[src/rtl/fsquare_seq_if.sv]
// Operand/result handshake bundle for the sequential single-precision squarer.
// The master drives the operand and result-ready; the slave returns the result.
interface fsquare_seq_if;
  logic [31:0] x1;
  logic        valid_in;
  logic        ready_in;
  logic [31:0] y;
  logic        valid_out;
  logic        ready_out;

  modport master (
    output x1, valid_in, ready_out,
    input  ready_in, y, valid_out
  );

  modport slave (
    input  x1, valid_in, ready_out,
    output ready_in, y, valid_out
  );
endinterface

[src/rtl/fsquare_seq.sv]
// Multi-cycle IEEE-754 single-precision square, y = x1*x1, via 24-step shift-add.
// Accept -> MUL(24) -> NORM(1) -> DONE; valid_out rises 26 edges after accept.
module fsquare_seq #(
  parameter int unsigned MANT_W   = 23,
  parameter int unsigned EXP_BIAS = 127
) (
  input  logic          clk,
  input  logic          rstn,
  fsquare_seq_if.slave  bus
);

  localparam int unsigned SIG_W  = MANT_W + 1;
  localparam int unsigned PROD_W = 2 * SIG_W;
  localparam int unsigned CNT_W  = $clog2(SIG_W);
  localparam int unsigned OP_W   = 31;
  localparam int unsigned EXP_W  = 10;

  typedef enum logic [1:0] {S_IDLE, S_MUL, S_NORM, S_DONE} state_t;

  state_t              r_state;
  logic [OP_W-1:0]     r_x;
  logic [PROD_W-1:0]   r_acc;
  logic [CNT_W-1:0]    r_cnt;
  logic [31:0]         r_y;
  logic                r_valid_out;
  logic                r_ready_in;

  logic [SIG_W-1:0]    w_ma;
  logic [7:0]          w_exp_in;
  logic [MANT_W-1:0]   w_frac_in;
  logic                w_p47;
  logic [MANT_W-1:0]   w_mant;
  logic                w_guard;
  logic                w_sticky;
  logic                w_rnd;
  logic [SIG_W-1:0]    w_mant_r;
  logic signed [EXP_W-1:0] w_e;
  logic signed [EXP_W-1:0] w_e_fin;
  logic [31:0]         w_y;
  logic                w_unused_sign;

  assign w_unused_sign = bus.x1[31];
  assign w_exp_in      = r_x[OP_W-1 -: 8];
  assign w_frac_in     = r_x[MANT_W-1:0];
  assign w_ma          = {1'b1, w_frac_in};

  assign bus.y         = r_y;
  assign bus.valid_out = r_valid_out;
  assign bus.ready_in  = r_ready_in;

  // Normalise, round-to-nearest-even and special-case selection on the finished product
  always_comb begin
    w_p47    = r_acc[PROD_W-1];
    w_mant   = r_acc[PROD_W-3 -: MANT_W];
    w_guard  = r_acc[PROD_W-3-MANT_W];
    w_sticky = |r_acc[PROD_W-4-MANT_W:0];
    w_e      = $signed({1'b0, w_exp_in, 1'b0}) - $signed(EXP_W'(EXP_BIAS));
    if (w_p47) begin
      w_mant   = r_acc[PROD_W-2 -: MANT_W];
      w_guard  = r_acc[PROD_W-2-MANT_W];
      w_sticky = |r_acc[PROD_W-3-MANT_W:0];
      w_e      = w_e + 10'sd1;
    end
    w_rnd    = w_guard & (w_sticky | w_mant[0]);
    w_mant_r = {1'b0, w_mant} + SIG_W'(w_rnd);
    w_e_fin  = w_e + (w_mant_r[MANT_W] ? 10'sd1 : 10'sd0);
    w_y      = {1'b0, w_e_fin[7:0], (w_mant_r[MANT_W] ? MANT_W'(0) : w_mant_r[MANT_W-1:0])};

    if (w_exp_in == 8'd0) begin
      w_y = 32'h0000_0000;
    end else if (w_exp_in == 8'hFF) begin
      w_y = (w_frac_in == '0) ? 32'h7F80_0000 : 32'h7FC0_0000;
    end else if (w_e_fin >= 10'sd255) begin
      w_y = 32'h7F80_0000;
    end else if (w_e_fin <= 10'sd0) begin
      w_y = 32'h0000_0000;
    end
  end

  // Control FSM; DONE spends one cycle letting y settle before valid_out is raised
  always_ff @(posedge clk or negedge rstn) begin
    if (!rstn) begin
      r_state     <= S_IDLE;
      r_x         <= '0;
      r_acc       <= '0;
      r_cnt       <= '0;
      r_y         <= '0;
      r_valid_out <= 1'b0;
      r_ready_in  <= 1'b1;
    end else begin
      case (r_state)
        S_IDLE: begin
          if (bus.valid_in && r_ready_in) begin
            r_x        <= bus.x1[OP_W-1:0];
            r_acc      <= '0;
            r_cnt      <= '0;
            r_ready_in <= 1'b0;
            r_state    <= S_MUL;
          end
        end
        S_MUL: begin
          if (w_ma[r_cnt]) begin
            r_acc <= r_acc + (PROD_W'(w_ma) << r_cnt);
          end
          r_cnt <= CNT_W'(r_cnt + CNT_W'(1));
          if (r_cnt == CNT_W'(SIG_W - 1)) begin
            r_state <= S_NORM;
          end
        end
        S_NORM: begin
          r_y     <= w_y;
          r_state <= S_DONE;
        end
        S_DONE: begin
          if (!r_valid_out) begin
            r_valid_out <= 1'b1;
          end else if (bus.ready_out) begin
            r_valid_out <= 1'b0;
            r_ready_in  <= 1'b1;
            r_state     <= S_IDLE;
          end
        end
        default: r_state <= S_IDLE;
      endcase
    end
  end

endmodule

[src/flat_wrapper.sv]
// flat-port wrapper written by rule: the top's interface ports become plain ports
module fsquare_seq_flat 
#(
  parameter int unsigned MANT_W   = 23,
  parameter int unsigned EXP_BIAS = 127
)
  (clk, rstn, bus_x1, bus_valid_in, bus_ready_out, bus_ready_in, bus_y, bus_valid_out);
  fsquare_seq_if bus_i ();
  input  logic clk;
  input  logic rstn;
  input wire logic [$bits(bus_i.x1)-1:0] bus_x1;
  input wire logic [$bits(bus_i.valid_in)-1:0] bus_valid_in;
  input wire logic [$bits(bus_i.ready_out)-1:0] bus_ready_out;
  output wire logic [$bits(bus_i.ready_in)-1:0] bus_ready_in;
  output wire logic [$bits(bus_i.y)-1:0] bus_y;
  output wire logic [$bits(bus_i.valid_out)-1:0] bus_valid_out;
  assign bus_i.x1 = bus_x1;
  assign bus_i.valid_in = bus_valid_in;
  assign bus_i.ready_out = bus_ready_out;
  assign bus_ready_in = bus_i.ready_in;
  assign bus_y = bus_i.y;
  assign bus_valid_out = bus_i.valid_out;
  fsquare_seq #(.MANT_W(MANT_W), .EXP_BIAS(EXP_BIAS)) u_core (.clk(clk), .rstn(rstn), .bus(bus_i));
endmodule
[config.mk]
export PLATFORM = sky130hd
export DESIGN_NAME = fsquare_seq_flat
export DESIGN_NICKNAME = d
export VERILOG_FILES = /design/src/rtl/fsquare_seq_if.sv /design/src/rtl/fsquare_seq.sv /design/src/flat_wrapper.sv
export SDC_FILE = /design/constraint.sdc
export NUM_CORES = 1
export LEC_CHECK = 0
export CAP_MARGIN = 30
export CORE_UTILIZATION = 45
export DETAILED_ROUTE_END_ITERATION = 12
export GPL_ROUTABILITY_DRIVEN = 0
export PLACE_DENSITY_LB_ADDON = 0.05
export RECOVER_POWER = 25
export SLEW_MARGIN = 20
export SYNTH_ARGS = -nofsm -noshare
export SYNTH_HDL_FRONTEND = slang
export SYNTH_SLANG_ARGS = --single-unit
[constraint.sdc]
create_clock -name clk -period 5.1 [get_ports clk]
set_input_delay 0.51 -clock clk [delete_from_list [all_inputs] [get_ports clk]]
set_output_delay 0.51 -clock clk [all_outputs]
set_load 0.005 [all_outputs]
==> flow_summary.ini <==
[die]
dieArea_um2 = 24200
initial_core_util_pct = 46.4
core_um2 = 22800
die_h_um = 155
die_x_um = 155
rows = 55
ios = 70

[clock_tree]
clock_path_buffers = 2
cts_resized = 0
cts-root-buf = clkbuf_16
clkSlewWorstSetupHoldPaths_ns = 0.06
htree_levels = 4
cts_tree = built
postCtsSetupRepairBufs = 0
holdBufCountCts = 0
cts_buffers = 17
clk_latency_ns = 0.43
clock-sinks = 119

[setup_path]
r2r_cells = 16
timing.rr.start = u_core.r_cnt[1]
crit_end = u_core.r_acc[43]
cp_max_fo = 14
critPathLaunch = u_core.r_cnt[1]
critical_path.startpoint_type = register
arrival_ns = 5.05
r2r-end = u_core.r_acc[43]
required_ns = 5.41
path_class = register to register
reg2reg_slack_ns = 0.36
end_kind = register

[sta]
hold_viol = 0
worstMarginPinSlew_ns = 2.93
rsz0062_at_grt = false
final.setup_skew_ns = 0.00819
fin_crit_sh_pct = 93.0
max_freq_mhz = 211
slew_headroom_pct = -95.5
timing.final.ws_setup_ns = 0.358
maxSlewViolCount = 82
setup_violations = 0
layout_min_cycle_time_ns = 4.74
setup_tns_ns = 0

[placement]
place_hpwl_um = 22100
dp_cells = 1633
preCtsSetupSlack_ns = 0.402
io_buffers = 67

[synth]
syn-cell-area_um2 = 10600
yosys.area.top_type_share_pct = 27.9
yosysUniqueCellTypes = 76
avgSynthCellArea_um2 = 8.17
synthArstFlopShare_pct = 100
synth_edf_count = 0
synth_flop_cell = dfrtp_1
syn_inst = 1297
ys.warnings.count = 0
synth_top_cell_by_area = dfrtp_1
seq_area_frac_synth_pct = 28.1
yosys-top-cells-area = dfrtp_1, ha_1, nand2_1, mux2_2, o21ai_0
syn_nets = 1395
ys_seq_elements = 119

[drt]
first_pass_iters = 5
drcViolationCount = 0
postRouteAntennaNets = 0
drt_iter0_markers = 644
wl_per_cell_um = 17.5
num_vias = 9640
wirelength_um = 29100
via_per_inst = 5.79

[power_and_ir_drop]
powerDensity_nw_per_um2 = 187
peakVddDrop_mv = 0.188
power_leakage_nw = 5.15

[final_layout]
nets = 1437
diodes = 0
drive_gt1_share_pct = 10.1
layout.cells.non_filler = 1665
area_growth_pct = 14.8
final_common_cell = nand2_1
layout_common_cells = nand2_1, dfrtp_1, nor2_1, o21ai_0, a21oi_1

[flow_run]
drv_cap = 2

[global_route]
grt.total_usage_pct = 25.0
grt_pass1_wl_um = 47700
grt_pass1_vias = 9096
grt_max_degree = 51
grt_antenna_before_repair = 0
gr-total-overflow = 0

[outcome]
outcome = finished with violations
violations = capacitance limit, slew limit

[min_path]
hp-class = register to register
## layout make-up
| cell class | count | area (µm²) |
|---|---|---|
| Tap cell | 313 | 392 |
| Inverter | 72 | 270 |
| Fill cell | 2262 | 10700 |
| Multi-Input combinational cell | 1037 | 7050 |
| Clock buffer | 19 | 443 |
| Sequential cell | 119 | 2980 |
| Timing Repair Buffer | 92 | 848 |
| Clock inverter | 13 | 170 |
## logic make-up (layout without fill, tap and decap cells)
family / count (synthesis) / after routing / share of synthesized area (%)
flip-flops: 119 / 119 / 28.1
XOR/XNOR: 74 / 74 / 6.12
AND/OR/NAND/NOR: 437 / 437 / 19.3
buffers and inverters: 141 / 196 / 5.30
other: 1 / 1 / 0.0354
multiplexers: 105 / 105 / 12.4
adder cells (fa/ha/maj): 62 / 62 / 7.39
AO/OA/AOI/OAI: 358 / 358 / 21.2
## worst min-delay path by stage
stage	start	to	slack (ns)	depth (start not counted)
2_1_floorplan	rstn	u_core.bus.valid_out	0.21	0
5_1_grt	u_core.bus.y[21]	u_core.bus.y[21]	0.54	2
6_report	u_core.bus.y[25]	u_core.bus.y[25]	0.50	2
3_5_place_dp	u_core.bus.y[25]	u_core.bus.y[25]	0.49	2
4_1_cts	rstn	u_core.r_acc[32]	0.16	1
3_3_place_gp	u_core.bus.y[24]	u_core.bus.y[24]	0.49	2
## critical path: stages, from the launching register on
cell and delay [ns]:
dfrtp_1 0.66, inv_1 0.38, o21ai_0 0.39, nor2_1 0.09
a21oi_1 0.27, a21oi_1 0.18, mux2i_1 0.40, ha_1 0.38
a21oi_1 0.23, o21a_1 0.21, nand2_1 0.06, nand4b_1 0.21
a221oi_1 0.29, buf_4 0.21, nor3_1 0.07, or3_1 0.32
a32o_1 0.26
## sequential cells by signal (all words and copies together), names as in the netlist
| signal | count |
|---|---|
| u_core.r_acc | 48 |
| u_core.bus.y | 31 |
| u_core.r_x | 31 |
| u_core.r_cnt | 5 |
| u_core.r_state | 2 |
| u_core.bus.ready_in | 1 |
| u_core.bus.valid_out | 1 |
## metrics by stage
stage	util (%)	hold slack (ns)	instance area, µm²	power [mW]
after floorplan	-	0.214	10600	0.963
after global placement	50.6	0.489	11600	1.01
after detailed placement	50.6	0.491	11600	1.01
after CTS	53.2	0.159	12200	2.30
after global routing	53.2	0.541	12200	2.33
final	53.2	0.502	12200	2.27
## Yosys cell counts, drive strengths merged, types with 14 or more instances
cell type,instances
nand4,29
nor2,103
nand2,157
inv,70
mux4,16
xnor2,41
o21a,14
dfrtp,118
clkbuf,42
nor4,16
a21oi,88
mux2i,39
xor2,33
ha,61
o21ai,101
mux2,50
nand3,38
nor3,20
o22ai,40
buf,27
## power breakdown
part / internal [mW] / switching [mW] / leakage, nW
clock: 0.787 / 0.493 / 0.291
combinational: 0.0229 / 0.0224 / 3.24
sequential: 0.944 / 0 / 1.63
total: 1.75 / 0.516 / 5.15
## per-layer routing
layer	GRT usage, %	vias up	share of wire, %
li1	-	4814	-
met1	34.6	4584	47
met2	39.1	201	46
met3	4.60	41	4.3
met4	8.78	0	2.6
met5	0	-	0
(Power assumes the default switching activity.)
